`src/rtl/mem_port_arbiter.sv`:
```
// mem_port_arbiter: round-robin two-port arbiter and sequencer for a shared byte-addressed memory
module mem_port_arbiter #(
    parameter int BYTE_SIZE  = 4,
    parameter int ADDR_WIDTH = 32,
    parameter int MEM_BYTES  = 256
) (
    input  logic                    clk,
    input  logic                    rst,
    input  logic                    m0_req,
    input  logic [1:0]              m0_we,
    input  logic [2:0]              m0_readmode,
    input  logic [ADDR_WIDTH-1:0]   m0_addr,
    input  logic [BYTE_SIZE*8-1:0]  m0_wd,
    output logic                    m0_ack,
    output logic                    m0_err,
    output logic [BYTE_SIZE*8-1:0]  m0_rd,
    input  logic                    m1_req,
    input  logic [1:0]              m1_we,
    input  logic [2:0]              m1_readmode,
    input  logic [ADDR_WIDTH-1:0]   m1_addr,
    input  logic [BYTE_SIZE*8-1:0]  m1_wd,
    output logic                    m1_ack,
    output logic                    m1_err,
    output logic [BYTE_SIZE*8-1:0]  m1_rd,
    output logic [1:0]              mem_we,
    output logic [2:0]              mem_readmode,
    output logic [ADDR_WIDTH-1:0]   mem_addr,
    output logic [BYTE_SIZE*8-1:0]  mem_wd,
    input  logic [BYTE_SIZE*8-1:0]  mem_rd,
    output logic [1:0]              grant,
    output logic                    busy
);
    typedef enum logic [1:0] {IDLE, ACCESS, ACK} state_t;
    state_t state_q, state_d;
    logic owner_q, owner_d, last_q, last_d;
    logic ack0_q, ack0_d, ack1_q, ack1_d, err0_q, err0_d, err1_q, err1_d, busy_q, busy_d;
    logic [1:0] grant_q, grant_d;
    logic [BYTE_SIZE*8-1:0] rd0_q, rd0_d, rd1_q, rd1_d, cap;
    logic [1:0] sel_we;
    logic [2:0] sel_rm;
    logic [ADDR_WIDTH-1:0] sel_addr;
    logic [BYTE_SIZE*8-1:0] sel_wd;
    logic [3:0] sz;
    logic [ADDR_WIDTH:0] end_addr;
    logic oor, in_access;
    assign sel_we   = owner_q ? m1_we : m0_we;
    assign sel_rm   = owner_q ? m1_readmode : m0_readmode;
    assign sel_addr = owner_q ? m1_addr : m0_addr;
    assign sel_wd   = owner_q ? m1_wd : m0_wd;
    assign sz = sel_we == 2'b01 ? 4'(BYTE_SIZE) : sel_we == 2'b10 ? 4'(BYTE_SIZE / 2) :
                sel_we == 2'b11 ? 4'd1 : sel_rm == 3'b000 ? 4'(BYTE_SIZE) :
                (sel_rm == 3'b001 || sel_rm == 3'b011) ? 4'(BYTE_SIZE / 2) : 4'd1;
    // one extra bit so addr + size near the top of the address space cannot wrap
    assign end_addr  = {1'b0, sel_addr} + {{(ADDR_WIDTH - 3){1'b0}}, sz};
    assign oor       = end_addr > (ADDR_WIDTH + 1)'(MEM_BYTES);
    assign in_access = state_q == ACCESS;
    assign cap       = oor ? '0 : mem_rd;
    assign mem_we       = (in_access && !oor && !rst) ? sel_we : 2'b00;
    assign mem_readmode = in_access ? sel_rm : 3'b111;
    assign mem_addr     = in_access ? sel_addr : '0;
    assign mem_wd       = in_access ? sel_wd : '0;
    assign m0_ack = ack0_q;
    assign m1_ack = ack1_q;
    assign m0_err = err0_q;
    assign m1_err = err1_q;
    assign m0_rd  = rd0_q;
    assign m1_rd  = rd1_q;
    assign grant  = grant_q;
    assign busy   = busy_q;
    always_comb begin
        state_d = state_q;
        owner_d = owner_q;
        last_d  = last_q;
        ack0_d  = 1'b0;
        ack1_d  = 1'b0;
        err0_d  = 1'b0;
        err1_d  = 1'b0;
        rd0_d   = rd0_q;
        rd1_d   = rd1_q;
        case (state_q)
            IDLE: if (m0_req || m1_req) begin
                owner_d = (m0_req && m1_req) ? ~last_q : m1_req;
                state_d = ACCESS;
            end
            ACCESS: begin
                ack0_d  = ~owner_q;
                ack1_d  = owner_q;
                err0_d  = ~owner_q & oor;
                err1_d  = owner_q & oor;
                rd0_d   = owner_q ? rd0_q : cap;
                rd1_d   = owner_q ? cap : rd1_q;
                last_d  = owner_q;
                state_d = ACK;
            end
            default: begin
                owner_d = (owner_q ? m0_req : m1_req) ? ~owner_q : owner_q;
                state_d = (owner_q ? m0_req : m1_req) ? ACCESS : IDLE;
            end
        endcase
        busy_d  = state_d != IDLE;
        grant_d = state_d == IDLE ? 2'b00 : owner_d ? 2'b10 : 2'b01;
    end
    always_ff @(posedge clk) begin
        if (rst) begin
            state_q <= IDLE;
            owner_q <= 1'b0;
            last_q  <= 1'b1;
            ack0_q  <= 1'b0;
            ack1_q  <= 1'b0;
            err0_q  <= 1'b0;
            err1_q  <= 1'b0;
            rd0_q   <= '0;
            rd1_q   <= '0;
            busy_q  <= 1'b0;
            grant_q <= 2'b00;
        end else begin
            state_q <= state_d;
            owner_q <= owner_d;
            last_q  <= last_d;
            ack0_q  <= ack0_d;
            ack1_q  <= ack1_d;
            err0_q  <= err0_d;
            err1_q  <= err1_d;
            rd0_q   <= rd0_d;
            rd1_q   <= rd1_d;
            busy_q  <= busy_d;
            grant_q <= grant_d;
        end
    end
endmodule

```
`config.mk`:
```
export PLATFORM = sky130hd
export DESIGN_NAME = mem_port_arbiter
export DESIGN_NICKNAME = d
export VERILOG_FILES = /design/src/rtl/mem_port_arbiter.sv
export SDC_FILE = /design/constraint.sdc
export NUM_CORES = 1
export LEC_CHECK = 0
export ABC_AREA = 1
export ABC_CLOCK_PERIOD_IN_PS = 4490
export CORE_MARGIN = 8
export CORE_UTILIZATION = 39
export CTS_BUF_LIST = sky130_fd_sc_hd__clkbuf_4 sky130_fd_sc_hd__clkbuf_8
export DETAILED_ROUTE_END_ITERATION = 8
export PLACE_DENSITY = 0.84
export SYNTH_ARGS = -nofsm -noshare
export SYNTH_HDL_FRONTEND = slang
export SYNTH_SLANG_ARGS = --single-unit
export TNS_END_PERCENT = 100
```
`constraint.sdc`:
```
create_clock -name clk -period 4.49 [get_ports clk]
set_input_delay 0.449 -clock clk [delete_from_list [all_inputs] [get_ports clk]]
set_output_delay 0.449 -clock clk [all_outputs]
set_load 0.02 [all_outputs]
```
==> results of run 1 <==
-- critical path, stage by stage --
cell and delay, ns:
clkdlybuf4s50_1 0.39, or2_2 0.28, o21ai_0 0.12, buf_4 0.18
a21oi_1 0.08, nor2_1 0.10, ha_1 0.19, fa_1 0.19
nand2_1 0.06, nand2_1 0.08, inv_1 0.07, nor2_2 0.20
nand2_1 0.14, nor2_2 0.17, a21oi_1 0.08, nor2_1 0.13
nand3_1 0.14, nor2_4 0.15, nand3_1 0.16, nor3_1 0.20
buf_4 0.19
-- synth_stat cells, types with 11 or more instances --
cell type  number  share of area (%)
o21ai_1        44                4.3
clkbuf_1       27                2.0
nor2_2         11                1.3
dfxtp_1        75                 29
o21ai_0        41                4.0
nand3_1        34                3.3
a22o_1         32                5.4
inv_1          71                5.2
nand2_1       255                 19
nor2_1         98                7.1
nand4_1        39                4.7
a21oi_1        41                4.0
-- layout make-up --
cell class	count	share of cell area (%)
clock inverters	5	0.9794
multi-input cells	640	35.78
well taps	176	2.535
clock buffers	11	1.743
repair buffers	339	38.25
inverters	77	3.385
flip-flops and latches	75	17.33
-- cell families after synthesis --
group / after synthesis / synth area share (%)
xor+xnor: 7 / 1.190
mux: 2 / 0.3886
fa+ha+maj: 4 / 1.117
compound gates: 165 / 18.73
flops: 75 / 29.15
simple gates: 462 / 38.60
buf+inv: 123 / 10.83
-- where the power goes --
part | internal, mW | switching (mW) | leakage, nW | total [mW]
Clock | 0.346 | 0.258 | 0.116 | 0.603
Sequential | 0.705 | 0.0212 | 0.611 | 0.727
Combinational | 0.447 | 0.577 | 2.82 | 1.02
Total | 1.50 | 0.856 | 3.55 | 2.35
-- flip-flops by register name, summed over array words and instances, names as in the netlist, 2 cells and up --
name     flops
m1_rd       32
state_q      2
m0_rd       32
grant        2
-- layer usage --
metal | vias up | global-route usage [%] | wire length (microns)
met3 | 62 | 6.128 | 1963
met2 | 311 | 45.13 | 11300
met4 | 0 | 15.40 | 1524
met5 | - | 0 | 0
li1 | 3354 | - | -
met1 | 3075 | 30.48 | 9414
-- what timing repair did --
action                     in CTS  in global routing
setup endpoints to repair       2                  2
cloned                          0                  0
resized for setup               2                 15
buffers inserted                0                  2
-- per-stage QoR --
stage / power (mW) / std cells / instance area [sq um] / hold slack (ns) / TNS [ns]
final: 2.353 / 1323 / 8687 / 0.4587 / 0
after global routing: 2.479 / 1323 / 8687 / 0.4866 / 0
after CTS: 2.356 / 1321 / 8666 / 0.4599 / 0
after detailed placement: 1.753 / 1305 / 8432 / 0.4480 / -0.2739
after global placement: 1.747 / 1305 / 8432 / 0.4379 / -0.06789
after floorplan: 1.276 / 838 / 5151 / 0.4506 / -0.1579
-- path summary, 6_finish.rpt --
check	start	to	slack, ns
hold reg to reg	m1_rd[9]	m1_rd[9]	0.46
setup reg to reg	owner_q	m0_rd[4]	0.73
hold / removal	m1_rd[9]	m1_rd[9]	0.46
setup / recovery	m1_we[0]	mem_we[1]	0.28
==> flow_metrics.tcl, run 1 <==
set metrics [dict create \
    status "complete, no violations" \
    worstSetupStartpointType "input port" \
    crit_path_end_kind "output port" \
    pin_count 314 \
    post_drt_wl_per_cell_microns 18.30 \
    rsz0062_at_grt "no" \
    regArea_sq_mm 0.001505 \
    grt_pass1_vias 6543 \
    cp_max_fo 4 \
    overflow 0 \
    tightest_slew_ns 1.082 \
    nets 1320 \
    r2r_cells 21 \
    grt_max_degree 65 \
    drc 0 \
    wl_mm 24.21 \
    cp_data_required_time_ns 4.04 \
    ys_seq_area_share_pct 29.15 \
    vias 6802 \
    drt_pass1_iterations 5 \
    n_antenna_cell 0 \
    layout_commonest_cell "clkdlybuf4s50_1" \
    p_per_area_mw_per_mm2 270.9 \
    synth_edf_count 0 \
    syn_inst 838 \
    ys_ff_latch 75 \
    via_per_inst 5.141 \
    clk_pin_slew_ns 0.08 \
    synth_ff_type "dfxtp_1" \
    multi_input_area_sq_mm 0.003108 \
    pre_cts_slack_ns -0.1403 \
    hold_buffers 0 \
    io_buffer_count 313 \
    start_util_pct 39.37 \
    antenna_found_initial 0 \
    fin_crit_sh_pct 93.82 \
    drv_cap 0 \
    drtAntennaViolNets 0 \
    rows 42 \
    fp.dieArea_sq_mm 0.01714 \
    period_minus_slack_ns 4.212 \
    ctsHtreeMaxLevel 3 \
    fin_util_pct 66.39 \
    grt_usage_pct 26.73 \
    nFillCells 1186 \
    dp_hpwl_mm 19.34 \
    drv_slew 0 \
    ys_types 33 \
    clk_latency_ns 0.34 \
    design.core.area_sq_mm 0.01309 \
    p_leak_nw 3.547 \
    fin_skew_ns 0.01000 \
    syn_area_per_cell_sq_um 6.147 \
    arrival_ns 3.76 \
    syn_to_final_growth_pct 68.64 \
    relSlewSlack_pct 27.79 \
    die_x_microns 130.9 \
    fmax_ghz 0.2374 \
    synthesis.nets 1016 \
    die_y_microns 130.9 \
    whs_path_depth 2 \
    cts_buffer_depth 2 \
    grt_pass1_wl_mm 35.70 \
    layout_common_cells "clkdlybuf4s50_1 (311), nand2_1 (255), nor2_1 (95)" \
    drive_gt1_share_pct 7.498 \
    setup_ws_ns 0.2776 \
    syn_area_sq_mm 0.005151 \
    peakVddDrop_mv 0.2261 \
    numClockSinks 75 \
    crit_type "in2out" \
    cts_tree "done" \
    cts_made_buffers 9 \
    hold_path.class "reg2reg" \
    drt-initial-drc-count 505 \
    async_flop_share_pct 0 \
    final_hold_viol_count 0 \
    ctsRootBufferMaster "clkbuf_8" \
    place.gp.congestion 0.9610 \
    setup-violations-final 0 \
    synth.yosys.warnings 0 \
]
Note: power is estimated with default switching activity, not from simulation.
==> inputs of run 2 (changes only) <==
- CELL_PAD_IN_SITES_DETAIL_PLACEMENT: not set -> 1
- CELL_PAD_IN_SITES_GLOBAL_PLACEMENT: not set -> 1
- CORE_UTILIZATION: 39 -> 25
- PLACE_DENSITY: 0.84 -> not set
- PLACE_DENSITY_LB_ADDON: not set -> 0.1
==> run 2 against run 1 <==
- sequential cell count is the same
- design area grew 1.2%
- die area grew 48%
- sequential power is essentially flat
- clock-buffer cell count shrank 2
- combinational power is essentially flat
- clock skew grew 0.0030 ns
- global-route usage shrank 5.6 points
- via count shrank 2.7%
- non-clock buffer count grew 3
- fmax grew 1.8%
- worst setup slack gained 0.075 ns
- critical path type unchanged
- largest power group unchanged
- highest routed layer unchanged
==> flow_metrics.tcl, run 2 (synthesized netlist as in run 1, its figures left out) <==
set metrics [dict create \
    final_area_sq_mm 0.008790 \
    p_leak_nw 3.541 \
    io_buffer_count 313 \
    rows 52 \
    cts_made_buffers 9 \
    postCtsSetupRepairBufs 0 \
    ctsRootBufferMaster "clkbuf_8" \
    grt_usage_pct 21.12 \
    relSlewSlack_pct 48.26 \
    dp_hpwl_mm 22.24 \
    tightest_slew_ns 0.7753 \
    cp_slowest_stage_delay_ns 0.44 \
    wl_mm 27.61 \
    critical_path.cell_chain "clkdlybuf4s50_1, or2_2, o21ai_0, inv_1, a21oi_2, nor2_1, ha_1, fa_1, or2_2, a21oi_1, nand3_1, a21oi_1, nand4_1, nand2_1, nand2_1, nor2_2, nand3_2, nor3_1, buf_2" \
    clk_pin_slew_ns 0.09 \
    die_x_microns 159.5 \
    crit_type "in2out" \
    critical-path-top-delay-family "simple AND/OR/NAND/NOR gates" \
    pin_count 314 \
    hold_buffers 0 \
    hold_path.class "reg2reg" \
    cts_buffer_depth 2 \
    syn_to_final_growth_pct 70.63 \
    drc 0 \
    critPathSlowestCell "fa_1" \
    die_y_microns 159.5 \
    fmax_ghz 0.2417 \
    layout_common_cells "clkdlybuf4s50_1 (307), nand2_1 (255), nor2_1 (96)" \
    p_per_area_mw_per_mm2 257.5 \
    drt-initial-drc-count 402 \
    cp_max_fo 3 \
    fin_util_pct 43.44 \
    fin_skew_ns 0.01304 \
    drive_gt1_share_pct 8.087 \
    grt_pass1_vias 6764 \
    place.gp.congestion 0.8882 \
    grt_pass1_wl_mm 42.38 \
    cp_data_required_time_ns 4.04 \
    via_per_inst 4.656 \
    design.core.area_sq_mm 0.02023 \
    nets 1323 \
    drv_slew 0 \
    placed_area_sq_mm 0.008602 \
    start_util_pct 25.46 \
    setup-violations-final 0 \
    final_hold_viol_count 0 \
    vias 6616 \
    rrSetupSlack_ns 0.75 \
    crit_path_end_kind "output port" \
    grt_max_degree 56 \
    numClockSinks 75 \
    peakVddDrop_mv 0.1294 \
    ctsHtreeMaxLevel 3 \
    rsz0062_at_grt "no" \
    drv_cap 0 \
    antenna_found_initial 1 \
    overflow 0 \
    arrival_ns 3.69 \
    clk_latency_ns 0.37 \
    drt_pass1_iterations 4 \
    period_minus_slack_ns 4.138 \
    worstSetupStartpointType "input port" \
    cts_tree "done" \
    drtAntennaViolNets 0 \
    status "complete, no violations" \
    fin_crit_sh_pct 92.16 \
    layout_commonest_cell "clkdlybuf4s50_1" \
    post_drt_wl_per_cell_microns 19.43 \
    cp_num_buf_inv 3 \
    hold-worst-slack_ns 0.4614 \
    fp.dieArea_sq_mm 0.02545 \
]
run 2: cell types whose count changed in the layout (fill, tap and decap cells not counted), moves of 2 or more:
cell / delta
clkdlybuf4s50_1: -4
buf_4: +3
buf_12: +2
buf_2: +2
bufinv_16: -2
clkbuf_8: -2
clkinvlp_4: +2
inv_6: +2
run 2: per-stage QoR:
stage | std cells | setup TNS (ns) | power, mW | setup slack (ns)
after floorplan | 838 | -0.1579 | 1.276 | -0.07897
after global placement | 1404 | -0.3244 | 1.774 | -0.1643
after detailed placement | 1404 | -0.5302 | 1.784 | -0.2683
after CTS | 1420 | 0 | 2.302 | 0.01982
after global routing | 1421 | 0 | 2.408 | 0.02609
final | 1421 | 0 | 2.263 | 0.3521
run 2: final timing paths:
kind / to / from / cells after the start
setup reg to reg: m0_rd[27] / owner_q / 19
setup / recovery: mem_we[1] / m1_we[1] / 19
hold reg to reg: m1_rd[10] / m1_rd[10] / 2
hold / removal: m1_rd[10] / m1_rd[10] / 2
run 2: where the power goes:
group          switching (mW)  internal (mW)
logic                   0.586          0.450
registers              0.0199          0.705
clock network           0.293          0.209
total                   0.899           1.36
run 2: worst register-to-register path, cell delays in order, from the launching register on:
cell,delay (ns)
dfxtp_4,0.42
inv_6,0.06
or2_2,0.26
o21ai_0,0.14
inv_1,0.10
a21oi_2,0.14
nor2_1,0.06
ha_1,0.20
fa_1,0.44
or2_2,0.31
a21oi_1,0.15
nand3_1,0.11
a21oi_1,0.12
nand4_1,0.08
nand2_1,0.07
nand2_1,0.06
nor2_2,0.12
buf_4,0.40
nand4_1,0.26
a21oi_1,0.19
run 2: final cells by class:
type / count / area [sq um]
antenna: 1 / 2.502
clock buffer: 9 / 123.9
clock inverter: 7 / 60.06
fill: 2570 / 11440
inverter: 77 / 294.0
multi-input combinational: 640 / 3110
sequential: 75 / 1505
tap: 270 / 337.8
timing repair buffer: 342 / 3356
run 2: layer usage:
layer	routed length [microns]	global-route usage, %	up-vias
li1	-	-	3356
met1	11940	25.36	3027
met2	13520	37.14	212
met3	1602	4.705	21
met4	540	5.575	0
met5	0	0	-
run 2: timing repair:
action,in CTS,in global routing
gates resized for setup,9,5
endpoints found under the setup margin,2,2
pin swaps,0,0
==> inputs of run 3 (changes only) <==
- CAP_MARGIN: not set -> 10
==> results of run 3 <==
The final DEF is identical to that of run 2; final timing and power are the same.
